===== src/rtl/demux4_pkg.sv =====
// Shared constants and types for the 1-to-4 stream demultiplexer.
package demux4_pkg;

    localparam int NUM_CH = 4;
    localparam int SEL_W  = 2;

    typedef logic [SEL_W-1:0] sel_t;

    typedef enum logic {
        SLOT_EMPTY = 1'b0,
        SLOT_FULL  = 1'b1
    } slot_state_t;

    localparam int CNT_RST  = 0;
    localparam int DATA_RST = 0;

endpackage


===== src/rtl/demux4_stream_if.sv =====
// Handshake bundle between one producer, the demux and four consumers.
interface demux4_stream_if
    import demux4_pkg::*;
#(
    parameter int DATA_W = 8,
    parameter int CNT_W  = 8
);
    logic                      in_valid;
    logic                      in_ready;
    sel_t                      in_sel;
    logic [DATA_W-1:0]         in_data;
    logic [NUM_CH-1:0]         out_valid;
    logic [NUM_CH-1:0]         out_ready;
    logic [NUM_CH*DATA_W-1:0]  out_data;
    logic [NUM_CH*CNT_W-1:0]   xfer_cnt;
    logic                      sel_err;

    modport master (
        output in_valid, in_sel, in_data, out_ready,
        input  in_ready, out_valid, out_data, xfer_cnt, sel_err
    );

    modport slave (
        input  in_valid, in_sel, in_data, out_ready,
        output in_ready, out_valid, out_data, xfer_cnt, sel_err
    );
endinterface


===== src/rtl/demux4_slot.sv =====
// One-entry output holding register with valid flag and handshake counter.
module demux4_slot
    import demux4_pkg::*;
#(
    parameter int DATA_W = 8,
    parameter int CNT_W  = 8
) (
    input  logic              clk,
    input  logic              rst,
    input  logic              i_load,
    input  logic [DATA_W-1:0] i_data,
    input  logic              i_ready,
    output logic              o_valid,
    output logic [DATA_W-1:0] o_data,
    output logic [CNT_W-1:0]  o_cnt
);
    slot_state_t       r_state;
    slot_state_t       w_state_nxt;
    logic [DATA_W-1:0] r_data;
    logic [CNT_W-1:0]  r_cnt;
    logic              w_drain;

    assign o_valid = (r_state == SLOT_FULL);
    assign o_data  = r_data;
    assign o_cnt   = r_cnt;
    assign w_drain = o_valid & i_ready;

    always_ff @(posedge clk) begin
        if (rst) begin
            r_state <= SLOT_EMPTY;
            r_data  <= DATA_W'(DATA_RST);
            r_cnt   <= CNT_W'(CNT_RST);
        end else begin
            r_state <= w_state_nxt;
            if (i_load)  r_data <= i_data;
            if (w_drain) r_cnt  <= r_cnt + CNT_W'(1);
        end
    end

    // A load while full only happens together with a drain, so FULL stays FULL.
    always_comb begin
        w_state_nxt = r_state;
        case (r_state)
            SLOT_EMPTY: if (i_load) w_state_nxt = SLOT_FULL;
            SLOT_FULL:  if (!i_load && i_ready) w_state_nxt = SLOT_EMPTY;
            default:    w_state_nxt = SLOT_EMPTY;
        endcase
    end
endmodule


===== src/rtl/demux4_stream.sv =====
// 1-to-4 valid/ready stream demux with per-channel holding slots and a sticky
// protocol-error flag. Define DEMUX4_RR_EN to route by an internal round-robin pointer.
module demux4_stream
    import demux4_pkg::*;
#(
    parameter int DATA_W = 8,
    parameter int CNT_W  = 8
) (
    input logic            clk,
    input logic            rst,
    demux4_stream_if.slave bus
);
    sel_t              w_sel;
    logic              w_sel_chg;
    logic              w_in_ready;
    logic              w_xfer;
    logic              w_err;
    logic [NUM_CH-1:0] w_load;
    logic              r_stall;
    logic [DATA_W-1:0] r_prev_data;
    logic              r_sel_err;

`ifdef DEMUX4_RR_EN
    sel_t r_ptr;

    always_ff @(posedge clk) begin
        if (rst)         r_ptr <= '0;
        else if (w_xfer) r_ptr <= r_ptr + SEL_W'(1);
    end

    assign w_sel     = r_ptr;
    assign w_sel_chg = 1'b0;
`else
    sel_t r_prev_sel;

    always_ff @(posedge clk) begin
        if (rst) r_prev_sel <= '0;
        else     r_prev_sel <= bus.in_sel;
    end

    assign w_sel     = bus.in_sel;
    assign w_sel_chg = (bus.in_sel != r_prev_sel);
`endif

    assign w_in_ready   = !rst && (!bus.out_valid[w_sel] || bus.out_ready[w_sel]);
    assign w_xfer       = bus.in_valid && w_in_ready;
    assign bus.in_ready = w_in_ready;
    assign bus.sel_err  = r_sel_err;

    // A stalled offer must be held unchanged until it is taken.
    assign w_err = r_stall && (!bus.in_valid || w_sel_chg || (bus.in_data != r_prev_data));

    always_ff @(posedge clk) begin
        if (rst) begin
            r_stall     <= 1'b0;
            r_prev_data <= '0;
            r_sel_err   <= 1'b0;
        end else begin
            r_stall     <= bus.in_valid && !w_in_ready;
            r_prev_data <= bus.in_data;
            if (w_err) r_sel_err <= 1'b1;
        end
    end

    for (genvar k = 0; k < NUM_CH; k++) begin : g_slot
        assign w_load[k] = w_xfer && (w_sel == sel_t'(k));

        demux4_slot #(
            .DATA_W (DATA_W),
            .CNT_W  (CNT_W)
        ) u_slot (
            .clk     (clk),
            .rst     (rst),
            .i_load  (w_load[k]),
            .i_data  (bus.in_data),
            .i_ready (bus.out_ready[k]),
            .o_valid (bus.out_valid[k]),
            .o_data  (bus.out_data[k*DATA_W +: DATA_W]),
            .o_cnt   (bus.xfer_cnt[k*CNT_W +: CNT_W])
        );
    end
endmodule


===== src/flat_wrapper.sv =====
// flat-port wrapper written by rule: the top's interface ports become plain ports
module demux4_stream_flat import demux4_pkg::*;
#(
    parameter int DATA_W = 8,
    parameter int CNT_W  = 8
)
  (clk, rst, bus_in_valid, bus_in_sel, bus_in_data, bus_out_ready, bus_in_ready, bus_out_valid, bus_out_data, bus_xfer_cnt, bus_sel_err);
  demux4_stream_if #(.DATA_W(DATA_W), .CNT_W(CNT_W)) bus_i ();
  input logic clk;
  input logic rst;
  input wire logic [$bits(bus_i.in_valid)-1:0] bus_in_valid;
  input wire logic [$bits(bus_i.in_sel)-1:0] bus_in_sel;
  input wire logic [$bits(bus_i.in_data)-1:0] bus_in_data;
  input wire logic [$bits(bus_i.out_ready)-1:0] bus_out_ready;
  output wire logic [$bits(bus_i.in_ready)-1:0] bus_in_ready;
  output wire logic [$bits(bus_i.out_valid)-1:0] bus_out_valid;
  output wire logic [$bits(bus_i.out_data)-1:0] bus_out_data;
  output wire logic [$bits(bus_i.xfer_cnt)-1:0] bus_xfer_cnt;
  output wire logic [$bits(bus_i.sel_err)-1:0] bus_sel_err;
  assign bus_i.in_valid = bus_in_valid;
  assign bus_i.in_sel = bus_in_sel;
  assign bus_i.in_data = bus_in_data;
  assign bus_i.out_ready = bus_out_ready;
  assign bus_in_ready = bus_i.in_ready;
  assign bus_out_valid = bus_i.out_valid;
  assign bus_out_data = bus_i.out_data;
  assign bus_xfer_cnt = bus_i.xfer_cnt;
  assign bus_sel_err = bus_i.sel_err;
  demux4_stream #(.DATA_W(DATA_W), .CNT_W(CNT_W)) u_core (.clk(clk), .rst(rst), .bus(bus_i));
endmodule

===== config.mk =====
export PLATFORM = sky130hd
export DESIGN_NAME = demux4_stream_flat
export DESIGN_NICKNAME = d
export VERILOG_FILES = /design/src/rtl/demux4_pkg.sv /design/src/rtl/demux4_stream_if.sv /design/src/rtl/demux4_slot.sv /design/src/rtl/demux4_stream.sv /design/src/flat_wrapper.sv
export SDC_FILE = /design/constraint.sdc
export NUM_CORES = 1
export LEC_CHECK = 0
export CAP_MARGIN = 15
export CORE_UTILIZATION = 30
export DETAILED_ROUTE_END_ITERATION = 16
export PLACE_DENSITY = 0.62
export SLEW_MARGIN = 20
export SYNTH_ARGS = -nofsm -noshare
export SYNTH_HDL_FRONTEND = slang
export SYNTH_HIERARCHICAL = 1
export SYNTH_SLANG_ARGS = --single-unit
export TNS_END_PERCENT = 100

===== constraint.sdc =====
create_clock -name clk -period 3.1 [get_ports clk]
set_clock_uncertainty 0.1 [all_clocks]
set_input_delay 0.775 -clock clk [delete_from_list [all_inputs] [get_ports clk]]
set_output_delay 0.775 -clock clk [all_outputs]
set_load 0.01 [all_outputs]

==> results of run 1 <==
## registers in the layout, indices dropped and copies added (netlist names)
signal and cells:
u_core/g_slot.u_slot/o_cnt 32, u_core/r_prev_data 8, u_core/g_slot.u_slot/o_valid 4, u_core/bus.sel_err 1, u_core/r_prev_sel 2, u_core/g_slot.u_slot/o_data 32, u_core/r_stall 1
## cell usage in the layout, fill, tap and decap left out, types with 12 or more instances in the layout
cell type / count
inv_1: 15
o21ai_0: 16
nor2_1: 49
clkdlybuf4s50_1: 84
buf_4: 14
or3_1: 12
dfxtp_1: 80
a21oi_1: 28
nand3_1: 12
nand2_1: 12
mux2i_1: 33
## metrics by stage
| step | total power, mW | setup slack, ns | hold WS [ns] | instance area (um^2) |
|---|---|---|---|---|
| floorplan | 1.15 | 0.844 | 0.343 | 3180 |
| global placement | 1.23 | -0.119 | 0.359 | 4260 |
| detailed placement | 1.23 | -0.163 | 0.359 | 4260 |
| CTS | 2.04 | 0.0810 | 0.374 | 4460 |
| global route | 2.09 | 0.000615 | 0.416 | 4460 |
| finish | 2.01 | 0.0969 | 0.375 | 4460 |
## power groups by stage
stage                     sequential [mW]  clock [mW]  combinational [mW]
after floorplan                      1.08           0              0.0612
after global placement               1.08           0               0.146
after detailed placement             1.08           0               0.147
after CTS                            1.06       0.838               0.147
after global routing                 1.06       0.875               0.159
final                                1.06       0.806               0.145
## path summary, 6_finish.rpt
kind                                                       from                                 to  slack (ns)  cells after the start
worst max register to register  u_core/g_slot[0].u_slot/o_valid  u_core/g_slot[2].u_slot/o_data[7]        1.44                      5
worst min-delay path                             u_core/r_stall                 u_core/bus.sel_err        0.38                      2
worst max-delay path                              bus_in_sel[1]                       bus_in_ready         0.1                      6
worst min register to register                   u_core/r_stall                 u_core/bus.sel_err        0.38                      2
## routing by layer
| layer | track usage, % | vias to the layer above |
|---|---|---|
| met3 | 6.49 | 9 |
| met4 | 3.62 | 0 |
| met5 | 0 | - |
| li1 | - | 1349 |
| met1 | 16.4 | 1243 |
| met2 | 24.9 | 59 |
## synth_stat cells, types with 5 or more instances
cell type | number | share of area, %
xnor2_1 | 9 | 2.5
nor2b_1 | 9 | 1.8
a21oi_1 | 28 | 4.4
inv_1 | 15 | 1.8
nand4_1 | 5 | 0.98
or3_1 | 12 | 2.4
nor2_1 | 49 | 5.8
nand2_1 | 12 | 1.4
xor2_1 | 9 | 2.5
nand3_1 | 12 | 1.9
clkbuf_1 | 9 | 1.1
mux2i_1 | 33 | 10
o21ai_0 | 16 | 2.5
dfxtp_1 | 80 | 50
## layout make-up
| cell class | count | share of cell area [%] |
|---|---|---|
| repair buffers | 100 | 21.5 |
| clock inverters | 7 | 1.88 |
| multi-input cells | 228 | 32.9 |
| flip-flops and latches | 80 | 35.9 |
| clock buffers | 9 | 2.78 |
| inverters | 15 | 1.26 |
| well taps | 136 | 3.81 |
## cell families after synthesis
group                    synth area share [%]
AO/OA/AOI/OAI                            8.50
XOR/XNOR                                 4.96
adder cells (fa/ha/maj)                  1.57
buffers and inverters                    3.82
flip-flops                               50.4
multiplexers                             10.4
AND/OR/NAND/NOR                          20.4
## critical path, stage by stage
cell and delay (ns):
clkdlybuf4s50_1 0.46, nor3b_2 0.27, a31oi_1 0.08, mux2i_1 0.17, nor2_1 0.07, dlygate4sd2_1 0.30
## repair_timing
action	4_1_cts	5_1_grt
gates resized for setup	1	0
endpoints found under the setup margin	1	0
setup buffers	0	0
==> key figures, run 1 <==
Floorplan
  – Die X: 105 um
  – Die Height: 105 um
  – Row cnt: 37
  – Die footprint: 11000 um^2
  – Initial Util: 30.9%
  – Num ports: 87
  – Core area: 10300 um^2

Power
  – Psw: 0.502 mW
  – Comb pwr share: 7.2%
  – Peak supply drop: 0.283 mV
  – Power share of the clock group: 40.2%
  – Leak Pwr: 1.58 nW
  – Part of the power in registers: 52.6%
  – Power Density: 450 nW/um^2
  – Switching Fraction: 25.0%
  – Internal Pwr Total: 1.50 mW

Synthesis
  – Synth Area per Inst: 9.43 um^2
  – Cell variety after synth: 31
  – Post-Synthesis Cells: 337
  – Syn_nets: 358
  – Ys flop type: dfxtp_1
  – Warning count from the yosys run: 6
  – Post-synthesis sequential area ratio: 50.4%
  – Yosys reg bits: 80
  – Post-Syn Area: 3180 um^2
  – Async set-or-reset flop fraction in the synthesized netlist: 0%
  – Post-synth EDFFs: 0

Route
  – First-pass detailed-route iteration total: 6
  – Initial detailed-routing violation count: 98
  – WL final: 7620 um
  – Residual DRC: 0
  – Highest Signal Layer: met4
  – Total number of vias: 2660
  – Post-DRT Antenna Nets: 0
  – Vias/cell: 4.63
  – WL/cell: 13.2 um
  – Met1 WL: 3320 um
  – Met3 WL: 519 um
  – Met2 wire length: 3700 um

STA
  – Tightest Pin Transition: 0.855 ns
  – Final setup fails: 0
  – Min Tclk post-route: 3.00 ns
  – Fin. Hold Viols: 0
  – Fin. max-slew vios: 0
  – Period utilization: 96.9%
  – Max_slew headroom: 43.0%
  – Setup TNS: 0 ns
  – Fmax: 333 MHz
  – RSZ-0062 raised after global routing: false

GRT
  – First-pass GRT wire length: 12600 um
  – Vias in the first global route: 2595
  – Pin count of the biggest net entering global routing: 81
  – Grt total ovfl: 0
  – Initial antenna violation count: 0
  – GRT Util Overall: 14.5%

Worst setup path
  – Setup CP Type: input port to primary output
  – Critical Path End Type: primary output
  – Worst EP required: 2.22 ns
  – Crit path max fanout: 3
  – CP Data Arrival Time: 2.13 ns
  – Critical path launch point type: input port

Clock network
  – Clock sink count: 80
  – Clock tree buffer depth: 2
  – TritonCTS clock tree: built
  – CTS H-tree lvls: 3
  – Num CTS Buffers: 9
  – Clock transition at path regs: 0.08 ns
  – CTS Root Cell: clkbuf_8
  – Clock Latency Late Sink: 0.35 ns
  – Hold Buf Count CTS: 0

Place
  – Placed Instances: 559
  – Port bufs: 86
  – Post-detail-place hpwl: 5300 um
  – Placer congestion estimate: 0.707

Layout
  – Area growth syn-to-layout: 40.4%
  – Fin cells: 575
  – Layout cells sized above 1: 10.0%
  – Footprint of the multi-input gates: 1470 um^2
  – Reg area: 1600 um^2
  – Diode count: 0
  – Final net count: 455
  – Layout fillers: 1034
  – Fin util: 43.4%

Run status
  – Status: completed

Worst hold path
  – HP Class: flop to flop

Flow run
  – Max cap viols: 0
No activity file was read; power rests on OpenSTA's default activity.
==> inputs of run 2 (changes only) <==
Settings changed: CORE_MARGIN from default to 8.
==> key figures, run 2 (synthesis results as in run 1) <==
Run status
  – Status: completed

STA
  – Setup TNS: 0 ns (unchanged)
  – Final setup fails: 0 (unchanged)
  – RSZ-0062 raised after global routing: false
  – Fmax: 349 MHz (+4.7%)
  – Fin. max-slew vios: 0 (unchanged)
  – Tightest Pin Transition: 0.832 ns (-0.0227 ns)
  – Min Tclk post-route: 2.87 ns (-0.135 ns)
  – Period utilization: 92.5% (-4.3 points)
  – Max_slew headroom: 44.5% (+1.5 points)
  – Fin. Hold Viols: 0 (unchanged)
  – Fin Hold WS: 0.373 ns (-0.00187 ns)

Floorplan
  – Die X: 119 um (+13%)
  – Initial Util: 30.8% (-0.14 points)
  – Core area: 10300 um^2 (+0.45%)
  – Row cnt: 37 (unchanged)
  – Die Height: 119 um (+13%)
  – Die footprint: 14100 um^2 (+28%)
  – Num ports: 87 (unchanged)

Clock network
  – CTS Root Cell: clkbuf_8
  – Num CTS Buffers: 9 (unchanged)
  – Clock sink count: 80 (unchanged)
  – TritonCTS clock tree: built
  – Clock Latency Late Sink: 0.34 ns (about the same)
  – CTS H-tree lvls: 3 (unchanged)
  – Clock tree buffer depth: 2 (unchanged)
  – Post-CTS setup buffer count: 0 (unchanged)
  – Clock transition at path regs: 0.08 ns (about the same)

Power
  – Peak supply drop: 0.295 mV (+4.4%)
  – Power share of the clock group: 39.0% (-1.2 points)
  – Final Power: 1.97 mW (-1.8%)
  – Leak Pwr: 1.56 nW (-0.68%)
  – Power Density: 444 nW/um^2 (-1.2%)
  – Switching Fraction: 23.6% (-1.5 points)
  – Psw: 0.464 mW (-7.5%)
  – Comb pwr share: 7.4% (+0.2 points)
  – Internal Pwr Total: 1.51 mW (+0.11%)
  – Part of the power in registers: 53.6% (+1.0 points)

Route
  – WL/cell: 14.5 um (+9.6%)
  – Vias/cell: 4.60 (-0.48%)
  – WL final: 8320 um (+9.2%)
  – Total number of vias: 2638 (-0.83%)
  – Residual DRC: 0 (unchanged)
  – First-pass detailed-route iteration total: 4 (-2)
  – Post-DRT Antenna Nets: 0 (unchanged)
  – Initial detailed-routing violation count: 125 (+28%)

Place
  – Post-detail-place hpwl: 5920 um (+12%)
  – Placed Instances: 558 (-0.18%)
  – Port bufs: 86 (unchanged)
  – Placer congestion estimate: 0.737 (+4.3%)

Layout
  – Fin cells: 573 (-0.35%)
  – Area growth syn-to-layout: 39.6%
  – Fin util: 43.0% (-0.44 points)
  – Most frequent cells in the layout: 84 x clkdlybuf4s50_1, 80 x dfxtp_1, 49 x nor2_1
  – Final net count: 454 (-0.22%)
  – Diode count: 0 (unchanged)
  – Layout cells sized above 1: 9.84% (-0.18 points)
  – Most common cell after layout, fill and taps aside: clkdlybuf4s50_1

Worst setup path
  – Critical Path End Type: primary output
  – Worst EP required: 2.22 ns (about the same)
  – Crit path max fanout: 3 (unchanged)
  – Slowest cell on crit path: clkdlybuf4s50_1
  – Critical path launch point type: input port
  – Crit path largest cell delay: 0.48 ns (+0.02 ns)
  – CP Data Arrival Time: 1.99 ns (-0.14 ns)
  – Setup CP Type: input port to primary output
  – CP cell instances: clkdlybuf4s50_1 -> buf_4 -> a31oi_1 -> mux2i_1 -> nor2_1 -> clkbuf_2

GRT
  – Pin count of the biggest net entering global routing: 81 (unchanged)
  – First-pass GRT wire length: 13400 um (+6.6%)
  – GRT Util Overall: 11.7% (-2.8 points)
  – Vias in the first global route: 2585 (-0.39%)
  – Initial antenna violation count: 0 (unchanged)
  – Grt total ovfl: 0 (unchanged)

Flow run
  – Max cap viols: 0 (unchanged)

Worst hold path
  – HP Class: flop to flop
==> run 2: area by class of cell <==
class / instances / area (um^2)
clock buffer: 10 / 138
clock inverter: 5 / 56.3
fill: 999 / 5890
inverter: 15 / 56.3
multi-input combinational: 228 / 1470
sequential: 80 / 1600
tap: 136 / 170
timing repair buffer: 99 / 948
==> run 2: what timing repair did <==
item                       CTS  global route
gates resized for setup      1             2
hold endpoints to repair     0             0
pin swaps                    0             1
setup endpoints to repair    1             1
hold buffers                 0             0
==> run 2: critical path, delay by kind of cell <==
kind | cells | cell delay (ns)
AOI/OAI and AO/OA | 1 | 0.17
muxes | 1 | 0.13
buffers and inverters | 3 | 0.82
and+or+nand+nor | 1 | 0.10
==> run 2: metrics by stage <==
step                area [um^2]  setup WS [ns]
finish                     4440          0.232
global route               4440         0.0786
CTS                        4440         0.0192
detailed placement         4250         -0.193
global placement           4250         -0.145
floorplan                  3180          0.844
==> run 2: final timing paths <==
kind	startpoint	endpoint	slack [ns]	depth (start not counted)
setup / recovery	bus_in_sel[1]	bus_in_ready	0.23	6
hold / removal	u_core/r_stall	u_core/bus.sel_err	0.37	2
setup reg to reg	u_core/g_slot[1].u_slot/o_valid	u_core/g_slot[3].u_slot/o_data[7]	1.26	5
hold reg to reg	u_core/r_stall	u_core/bus.sel_err	0.37	2
==> run 2: power by group through the flow <==
stage	logic, mW	registers [mW]	clock network [mW]
after floorplan	0.0612	1.08	0
after detailed placement	0.148	1.08	0
after CTS	0.148	1.06	0.804
after global routing	0.159	1.06	0.851
final	0.145	1.06	0.769
after global placement	0.147	1.08	0
==> run 2: per-layer routing <==
layer	part of all wire (%)	wire [um]	track usage, %	vias to the layer above
li1	-	-	-	1348
met2	47	3900	18.9	63
met3	9.0	749	7.13	6
met4	0.75	62	3.08	0
met5	0	0	0	-
met1	43	3610	12.8	1221
==> inputs of run 3 (changes only) <==
Settings changed: CORE_UTILIZATION 30 to 51, PLACE_DENSITY 0.62 to 0.92.
==> key figures, run 3 (synthesis results as in run 1) <==
Run status
  – Status: completed

Floorplan
  – Row cnt: 28 (-24%)
  – Core area: 5990 um^2 (-42%)
  – Die X: 94.9 um (-20%)
  – Initial Util: 53.0% (+22 points)
  – Die Height: 94.9 um (-20%)
  – Num ports: 87 (unchanged)
  – Die footprint: 9010 um^2 (-36%)

STA
  – RSZ-0062 raised after global routing: false
  – Fin. max-slew vios: 0 (unchanged)
  – Final setup fails: 0 (unchanged)
  – Min setup slack post-route: 0.203 ns (-0.0287 ns)
  – Fin. Hold Viols: 0 (unchanged)
  – Fmax: 345 MHz (-0.99%)
  – Setup TNS: 0 ns (unchanged)
  – Period utilization: 93.5% (+0.92 points)
  – Tightest Pin Transition: 0.798 ns (-0.0335 ns)
  – Fin Hold WS: 0.374 ns (+0.000485 ns)
  – Max_slew headroom: 46.8% (+2.2 points)
  – Min Tclk post-route: 2.90 ns (+0.0287 ns)

GRT
  – Initial antenna violation count: 0 (unchanged)
  – Grt total ovfl: 0 (unchanged)
  – Pin count of the biggest net entering global routing: 81 (unchanged)
  – Vias in the first global route: 2693 (+4.2%)
  – First-pass GRT wire length: 12700 um (-4.9%)
  – GRT Util Overall: 17.9% (+6.2 points)

Layout
  – Area growth syn-to-layout: 36.9%
  – Layout cells sized above 1: 9.43% (-0.41 points)
  – Most frequent cells in the layout: 84 x clkdlybuf4s50_1, 80 x dfxtp_1, 49 x nor2_1
  – Diode count: 0 (unchanged)
  – Most common cell after layout, fill and taps aside: clkdlybuf4s50_1
  – Final net count: 451 (-0.66%)
  – Fin util: 72.6% (+30 points)

Route
  – WL final: 7960 um (-4.4%)
  – Total number of vias: 2700 (+2.4%)
  – WL/cell: 15.6 um (+7.4%)
  – Initial detailed-routing violation count: 125 (unchanged)
  – Residual DRC: 0 (unchanged)
  – First-pass detailed-route iteration total: 4 (unchanged)
  – Post-DRT Antenna Nets: 0 (unchanged)
  – Vias/cell: 5.29 (+15%)

Power
  – Final Power: 1.99 mW (+1.0%)
  – Power Density: 457 nW/um^2 (+3.0%)
  – Leak Pwr: 1.55 nW (-0.82%)
  – Peak supply drop: 0.406 mV (+38%)

Worst setup path
  – Critical Path End Type: primary output
  – Critical path launch point type: input port
  – Crit path largest cell delay: 0.48 ns (about the same)
  – Setup CP Type: input port to primary output
  – Slowest cell on crit path: clkdlybuf4s50_1
  – Crit path max fanout: 4 (+1)
  – CP Data Arrival Time: 2.02 ns (+0.03 ns)
  – CP cell instances: clkdlybuf4s50_1 -> nor3b_2 -> a31oi_1 -> mux2i_1 -> nor2_1 -> clkbuf_2
  – Worst EP required: 2.22 ns (about the same)

Clock network
  – Num CTS Buffers: 9 (unchanged)
  – Clock sink count: 80 (unchanged)
  – CTS H-tree lvls: 3 (unchanged)
  – Clock Latency Late Sink: 0.35 ns (about the same)
  – Clock tree buffer depth: 2 (unchanged)
  – Post-CTS setup buffer count: 0 (unchanged)
  – Clock transition at path regs: 0.08 ns (about the same)
  – Hold Buf Count CTS: 0 (unchanged)
  – TritonCTS clock tree: built
  – CTS Root Cell: clkbuf_8

Place
  – Post-detail-place hpwl: 5690 um (-3.9%)
  – Port bufs: 86 (unchanged)
  – Worst slack, placed: -0.186 ns (+0.00640 ns)
  – Placer congestion estimate: 0.813 (+10%)

Flow run
  – Max cap viols: 0 (unchanged)

Worst hold path
  – HP Class: flop to flop
[run 3: cell count changes in the layout (fill, tap and decap cells not counted)]
cell | before | now
buf_4 | 13 | 10
inv_6 | 1 | 0
clkinvlp_4 | 1 | 2
clkbuf_8 | 10 | 11
[run 3: routing by layer]
metal | routed length, um | up-vias | part of all wire, % | global-route usage (%)
li1 | - | 1345 | - | -
met5 | 0 | - | 0 | 0
met3 | 813 | 10 | 10 | 8.97
met1 | 3160 | 1275 | 40 | 18.6
met2 | 3880 | 70 | 49 | 30.5
met4 | 112 | 0 | 1.4 | 6.89
[run 3: power breakdown]
| part | internal (mW) | leakage, nW | total (mW) | switching, mW |
|---|---|---|---|---|
| clock network | 0.413 | 0.101 | 0.790 | 0.377 |
| logic | 0.0701 | 0.802 | 0.144 | 0.0737 |
| registers | 1.04 | 0.649 | 1.06 | 0.0110 |
[run 3: worst paths after layout]
kind / cells past startpoint / to / startpoint / slack, ns
worst max-delay path: 6 / bus_in_ready / bus_in_sel[1] / 0.20
worst min-delay path: 2 / u_core/bus.sel_err / u_core/r_stall / 0.37
worst max register to register: 5 / u_core/g_slot[3].u_slot/o_data[6] / u_core/g_slot[1].u_slot/o_valid / 1.21
worst min register to register: 2 / u_core/bus.sel_err / u_core/r_stall / 0.37
[run 3: worst max-delay path: cells and delay by family]
| family | cells | cell delay (ns) |
|---|---|---|
| AOI/OAI and AO/OA | 1 | 0.08 |
| and+or+nand+nor | 2 | 0.35 |
| muxes | 1 | 0.18 |
| buffers and inverters | 2 | 0.63 |
[run 3: area by class of cell]
| class | instances | area (um^2) |
|---|---|---|
| clock buffers | 11 | 151 |
| clock inverters | 5 | 55.1 |
| fillers | 444 | 1640 |
| inverters | 15 | 56.3 |
| multi-input cells | 228 | 1470 |
| flip-flops and latches | 80 | 1600 |
| well taps | 75 | 93.8 |
| repair buffers | 96 | 926 |
[run 3: stage by stage]
step	instances	cell area [um^2]
5_1_grt	510	4350
4_1_cts	510	4360
3_5_place_dp	494	4150
2_1_floorplan	337	3180
3_3_place_gp	494	4150
6_report	510	4350
[run 3: what timing repair did]
item                                    in CTS  in global routing
pin swaps                                    0                  1
cloned                                       0                  0
endpoints found under the setup margin       1                  1
gates resized for setup                      1                  2
